<file path="src/rtl/led_pwm_pkg.sv">
// Shared types and constants for the LED PWM driver: blink FSM states,
// datapath widths and the blink-limit helper.
package led_pwm_pkg;

    localparam int PWM_W   = 8;
    localparam int BLINK_W = 16;

    localparam logic [PWM_W-1:0] BR_FULL = 8'hFF;
    localparam logic [PWM_W-1:0] PWM_MAX = '1;

    typedef enum logic [1:0] {
        SOLID     = 2'd0,
        BLINK_ON  = 2'd1,
        BLINK_OFF = 2'd2
    } blink_state_e;

    // Terminal blink count: a half-period of 0 behaves like 1.
    function automatic logic [BLINK_W-1:0] blink_limit(input logic [BLINK_W-1:0] half);
        return (half == '0) ? '0 : half - 1'b1;
    endfunction

endpackage

</file>
<file path="src/rtl/led_pwm_timebase.sv">
// Prescaler and free-running PWM counter; flags each prescaler tick and the
// tick on which the PWM counter wraps (the period edge).
module led_pwm_timebase
    import led_pwm_pkg::*;
#(
    parameter int PRESCALE_DIV = 250
) (
    input  logic             HCLK,
    input  logic             HRESETn,
    output logic             tick,
    output logic [PWM_W-1:0] pwm_cnt,
    output logic             period_edge
);

    localparam logic [15:0] PRESC_LAST = 16'(PRESCALE_DIV - 1);

    logic [15:0] presc;

    assign tick        = (presc == PRESC_LAST);
    assign period_edge = tick && (pwm_cnt == PWM_MAX);

    // NOTE: sequential state is updated with non-blocking assignments only, so
    // every register samples pre-edge values regardless of process ordering.
    always_ff @(posedge HCLK or negedge HRESETn) begin
        if (!HRESETn) begin
            presc <= '0;
        end else if (tick) begin
            presc <= '0;
        end else begin
            presc <= presc + 1'b1;
        end
    end

    // Counter wraps 255 -> 0 naturally through its width.
    always_ff @(posedge HCLK or negedge HRESETn) begin
        if (!HRESETn) begin
            pwm_cnt <= '0;
        end else if (tick) begin
            pwm_cnt <= pwm_cnt + 1'b1;
        end
    end

endmodule

</file>
<file path="src/rtl/led_pwm_drv.sv">
// LED pin driver: period-latched pattern/brightness PWM with a blink envelope.
// Optional breathing ramp is built when LED_PWM_BREATHE_EN is defined.
module led_pwm_drv
    import led_pwm_pkg::*;
#(
    parameter int PRESCALE_DIV = 250,
    parameter int PWM_BITS     = 8
) (
    input  logic                HCLK,
    input  logic                HRESETn,
    input  logic [7:0]          LED_IN,
    input  logic [PWM_BITS-1:0] BRIGHTNESS,
    input  logic                BLINK_EN,
    input  logic [BLINK_W-1:0]  BLINK_HALF,
`ifdef LED_PWM_BREATHE_EN
    input  logic                BREATHE,
`endif
    output logic [7:0]          LED_OUT,
    output logic                PERIOD_END
);

    logic                tick;
    logic                tick_q;
    logic [PWM_W-1:0]    pwm_cnt;
    logic                period_edge;

    logic [7:0]          shadow_pat;
    logic [PWM_BITS-1:0] shadow_br;
    logic [PWM_BITS-1:0] eff_br;

    blink_state_e        state_q, state_d;
    logic [BLINK_W-1:0]  blink_cnt_q, blink_cnt_d;

    logic                pwm_on;
    logic [7:0]          led_d;

    led_pwm_timebase #(
        .PRESCALE_DIV (PRESCALE_DIV)
    ) u_timebase (
        .HCLK        (HCLK),
        .HRESETn     (HRESETn),
        .tick        (tick),
        .pwm_cnt     (pwm_cnt),
        .period_edge (period_edge)
    );

    // Software-visible inputs are only accepted at period boundaries.
    always_ff @(posedge HCLK or negedge HRESETn) begin
        if (!HRESETn) begin
            shadow_pat <= '0;
            shadow_br  <= '0;
        end else if (period_edge) begin
            shadow_pat <= LED_IN;
            shadow_br  <= BRIGHTNESS;
        end
    end

    always_ff @(posedge HCLK or negedge HRESETn) begin
        if (!HRESETn) begin
            state_q     <= SOLID;
            blink_cnt_q <= '0;
        end else begin
            state_q     <= state_d;
            blink_cnt_q <= blink_cnt_d;
        end
    end

    // NOTE: every always_comb output gets a default first so no path can
    // leave it unassigned and infer a latch.
    always_comb begin
        state_d     = state_q;
        blink_cnt_d = blink_cnt_q;
        if (period_edge) begin
            unique case (state_q)
                SOLID: begin
                    if (BLINK_EN) begin
                        state_d     = BLINK_ON;
                        blink_cnt_d = '0;
                    end
                end
                BLINK_ON, BLINK_OFF: begin
                    if (!BLINK_EN) begin
                        state_d     = SOLID;
                        blink_cnt_d = '0;
                    end else if (blink_cnt_q == blink_limit(BLINK_HALF)) begin
                        state_d     = (state_q == BLINK_ON) ? BLINK_OFF : BLINK_ON;
                        blink_cnt_d = '0;
                    end else begin
                        blink_cnt_d = blink_cnt_q + 1'b1;
                    end
                end
                default: begin
                    state_d     = SOLID;
                    blink_cnt_d = '0;
                end
            endcase
        end
    end

`ifdef LED_PWM_BREATHE_EN
    logic [PWM_BITS-1:0] ramp_q;
    logic                ramp_up_q;

    // Triangle ramp between 0 and shadow_br, one step per period edge.
    always_ff @(posedge HCLK or negedge HRESETn) begin
        if (!HRESETn) begin
            ramp_q    <= '0;
            ramp_up_q <= 1'b1;
        end else if (!BREATHE) begin
            ramp_q    <= '0;
            ramp_up_q <= 1'b1;
        end else if (period_edge) begin
            if (ramp_up_q) begin
                if (ramp_q >= shadow_br) begin
                    ramp_up_q <= 1'b0;
                    ramp_q    <= (shadow_br == '0) ? '0 : shadow_br - 1'b1;
                end else begin
                    ramp_q    <= ramp_q + 1'b1;
                end
            end else begin
                if (ramp_q == '0) begin
                    ramp_up_q <= 1'b1;
                    ramp_q    <= (shadow_br == '0) ? '0 : 1'b1;
                end else if (ramp_q > shadow_br) begin
                    ramp_q    <= shadow_br;
                end else begin
                    ramp_q    <= ramp_q - 1'b1;
                end
            end
        end
    end

    assign eff_br = BREATHE ? ramp_q : shadow_br;
`else
    assign eff_br = shadow_br;
`endif

    assign pwm_on = (eff_br == BR_FULL) || (pwm_cnt < eff_br);
    assign led_d  = shadow_pat & {8{pwm_on && (state_q != BLINK_OFF)}};

    // Compare inputs only move on tick edges, so the pin register refreshes
    // on the cycle after each tick rather than every cycle.
    always_ff @(posedge HCLK or negedge HRESETn) begin
        if (!HRESETn) begin
            tick_q     <= 1'b0;
            LED_OUT    <= '0;
            PERIOD_END <= 1'b0;
        end else begin
            tick_q     <= tick;
            PERIOD_END <= period_edge;
            if (tick_q) begin
                LED_OUT <= led_d;
            end
        end
    end

endmodule

</file>
<file path="config.mk">
export PLATFORM = sky130hd
export DESIGN_NAME = led_pwm_drv
export DESIGN_NICKNAME = d
export VERILOG_FILES = /design/src/rtl/led_pwm_pkg.sv /design/src/rtl/led_pwm_timebase.sv /design/src/rtl/led_pwm_drv.sv
export SDC_FILE = /design/constraint.sdc
export NUM_CORES = 1
export LEC_CHECK = 0
export ABC_AREA = 1
export CAP_MARGIN = 20
export CORE_UTILIZATION = 35
export DETAILED_ROUTE_END_ITERATION = 6
export PLACE_DENSITY = 0.66
export REMOVE_ABC_BUFFERS = 1
export SKIP_LAST_GASP = 1
export SLEW_MARGIN = 30
export SYNTH_ARGS = -nofsm -noshare
export SYNTH_HDL_FRONTEND = slang
export SYNTH_HIERARCHICAL = 1
export SYNTH_SLANG_ARGS = --single-unit
export TNS_END_PERCENT = 30
</file>
<file path="constraint.sdc">
create_clock -name HCLK -period 3 [get_ports HCLK]
set_input_delay 0.3 -clock HCLK [delete_from_list [all_inputs] [get_ports HCLK]]
set_output_delay 0.3 -clock HCLK [all_outputs]
set_load 0.01 [all_outputs]
</file>
==> results.json <==
{
  "outcome": "completed",
  "yosysTopAreaCellShare_pct": 39.6,
  "vias": 3845,
  "hpwl_um": 6940,
  "cts_made_buffers": 9,
  "die_height_um": 113,
  "final_layout_size_suffix_gt1_share_pct": 8.98,
  "maxCapViolCount": 0,
  "ys_types": 30,
  "drt_pass1_iterations": 6,
  "diodes": 0,
  "ir_worst_vdd_uv": 299,
  "path_cells": "inv_1, ha_1, nand2_1, inv_1, nand2_1, nor2_2, nand4_1, nor2_1, o21ai_1, nor2_1, nand3_1, nor2_1, nand2_1, xor2_1, a21oi_1",
  "yosysWarnings": 6,
  "powerDensity_nw_per_um2": 402,
  "remaining_drc_errors": 0,
  "postCtsResizedCells": 0,
  "cp.required_ps": 3250,
  "clockBufferDepth": 2,
  "syn_to_final_growth_pct": 20.9,
  "finalCriticalPeriod_ps": 2530,
  "ant_nets": 0,
  "core_area_um2": 12000,
  "cts_hold_buf": 0,
  "gp_routability_congestion": 0.872,
  "path_clk_slew_ps": 60,
  "root_buffer": "clkbuf_16",
  "post-cts-setup-buffer-count": 0,
  "cts_htree_levels": 3,
  "first_global_vias": 3839,
  "synth.area.top_cells": "dfrtp_1 40%, nand2_1 15%, inv_1 7.0%",
  "cp_slowest_stage_delay_ps": 410,
  "worstMarginPinSlew_ps": 774,
  "drtIter0Drc": 237,
  "hold-worst-slack_ps": 53.0,
  "power_leakage_uw": 0.00264,
  "critPathSlowestCell": "dfrtp_1",
  "avgSynthCellArea_um2": 7.24,
  "arrival_ps": 2780,
  "cts_tree": "yes",
  "hold_path_class": "primary input to asynchronous set/reset pin",
  "maxSlewHeadroom_pct": 48.4,
  "critPathMaxFanout": 10,
  "grt.total_usage_pct": 15.7,
  "fin_crit_sh_pct": 84.2,
  "cp-end-kind": "register",
  "gr-total-overflow": 0,
  "die_x_um": 113,
  "critPathKind": "register to register",
  "via_per_inst": 4.85,
  "grt_setup_unrepaired": "false",
  "antenna_found_initial": 0,
  "final.setup.tns_ps": 0,
  "clk_latency_ps": 330,
  "yosysSeqAreaShare_pct": 39.6,
  "synth.cell_area_um2": 4300,
  "rows": 40,
  "fin_skew_ps": 5.81,
  "fmax_ghz": 0.396,
  "start_util_pct": 35.8,
  "start_kind": "register",
  "post_drt_wl_per_cell_um": 11.6,
  "netlist_instances": 594,
  "grt_max_degree": 37,
  "io_pins": 44,
  "final-max-slew-violation-count": 0,
  "dieArea_um2": 12700,
  "wl_um": 9190,
  "fin_nets": 692,
  "yosys_register_bits": 68,
  "cts.sinks": 68,
  "grt_pass1_wl_um": 16500,
  "hold_violations": 0,
  "io_buffers": 43,
  "setup_viol": 0,
  "synth_largest_area_cell": "dfrtp_1"
}
## Yosys cell counts, drive strengths merged
cell type and instances:
nand2 179, inv 84, nor2 74, dfrtp 68, nand3 47, o21ai 22
a21oi 19, nand4 17, ha 16, xor2 16, o22ai 12, mux2 8
buf 6, clkbuf 6, nor3 6, xnor2 6, o21bai 4, clkinv 2
and2 1, nand3b 1
## cells by family (layout without fill, tap and decap cells)
| kind of cell | after synthesis | after routing | share of synthesized area (%) |
|---|---|---|---|
| adders and majority gates | 16 | 16 | 4.65 |
| buffers and inverters | 98 | 150 | 9.10 |
| and+or+nand+nor | 325 | 325 | 32.9 |
| xor gates and xnor gates | 22 | 22 | 4.48 |
| muxes | 8 | 8 | 2.09 |
| DFF | 68 | 68 | 39.6 |
| AOI/OAI and AO/OA | 57 | 57 | 7.21 |
## layout make-up
type / instances / area [um^2]
Sequential cell: 68 / 1700
Clock buffer: 10 / 239
Clock inverter: 6 / 63.8
Tap cell: 147 / 184
Timing Repair Buffer: 48 / 475
Fill cell: 1212 / 6810
Inverter: 86 / 328
Multi-Input combinational cell: 428 / 2210
## placed cells by master (no fill, tap or decap), drive strengths merged
master / count
bufinv: 1
a21oi: 19
and2: 1
nand3: 47
o22ai: 12
nand3b: 1
nor3: 6
inv: 84
clkbuf: 10
nor2: 74
xnor2: 6
xor2: 16
o21ai: 22
clkinv: 5
dfrtp: 68
clkdlybuf4s50: 42
ha: 16
clkinvlp: 2
buf: 6
o21bai: 4
nand2: 179
nand4: 17
mux2: 8
## sequential cells by signal, indices dropped and copies added, names as in the netlist
signal,count
LED_OUT,8
PERIOD_END,1
blink_cnt_q,16
eff_br,8
shadow_pat,8
state_q,2
tick_q,1
u_timebase/presc,16
u_timebase/pwm_cnt,8
## final timing paths
kind / startpoint / end / slack (ps) / cells after the start
worst max-delay path: u_timebase/presc[1] / blink_cnt_q[10] / 470 / 15
worst min-delay path: HRESETn / LED_OUT[2] / 50 / 1
worst max register to register: u_timebase/presc[1] / blink_cnt_q[10] / 470 / 15
worst min register to register: u_timebase/presc[15] / u_timebase/presc[15] / 470 / 1
max in group asynchronous: HRESETn / u_timebase/presc[6] / 2230 / 2
min in group HCLK: u_timebase/presc[15] / u_timebase/presc[15] / 470 / 1
## power breakdown
part	total, uW	switching (uW)	leakage, uW	internal [uW]
clock network	1050	385	0.000144	663
registers	918	0	0.000847	918
logic	127	67.1	0.00165	59.5
total	2090	452	0.00264	1640
## worst max-delay path, delay by kind of cell, from the launching register on
family	cells	cell delay, ps
compound gates	2	380
fa+ha+maj	1	160
simple gates	9	1240
flops	1	410
xor+xnor	1	140
buf+inv	2	120
## per-layer routing
layer  wire length (um)  up-vias  part of all wire (%)  GRT usage (%)
met5                  0        -                     0              0
met4                182        0                   2.0           6.49
met3                318       16                   3.5           2.30
met2               4380       77                    48           27.6
met1               4310     1771                    47           19.4
li1                   -     1981                     -              -
## through the flow
step	cell area [um^2]	cells	setup slack [ps]	utilization, %	total power (uW)
6_report	5200	793	474	43.3	2090
4_1_cts	5200	793	432	43.3	2130
3_5_place_dp	4900	777	317	40.8	1060
3_3_place_gp	4900	777	390	40.8	1060
2_1_floorplan	4240	582	-148	-	980
5_1_grt	5200	793	195	43.3	2180
Note: power is estimated with default switching activity, not from simulation.
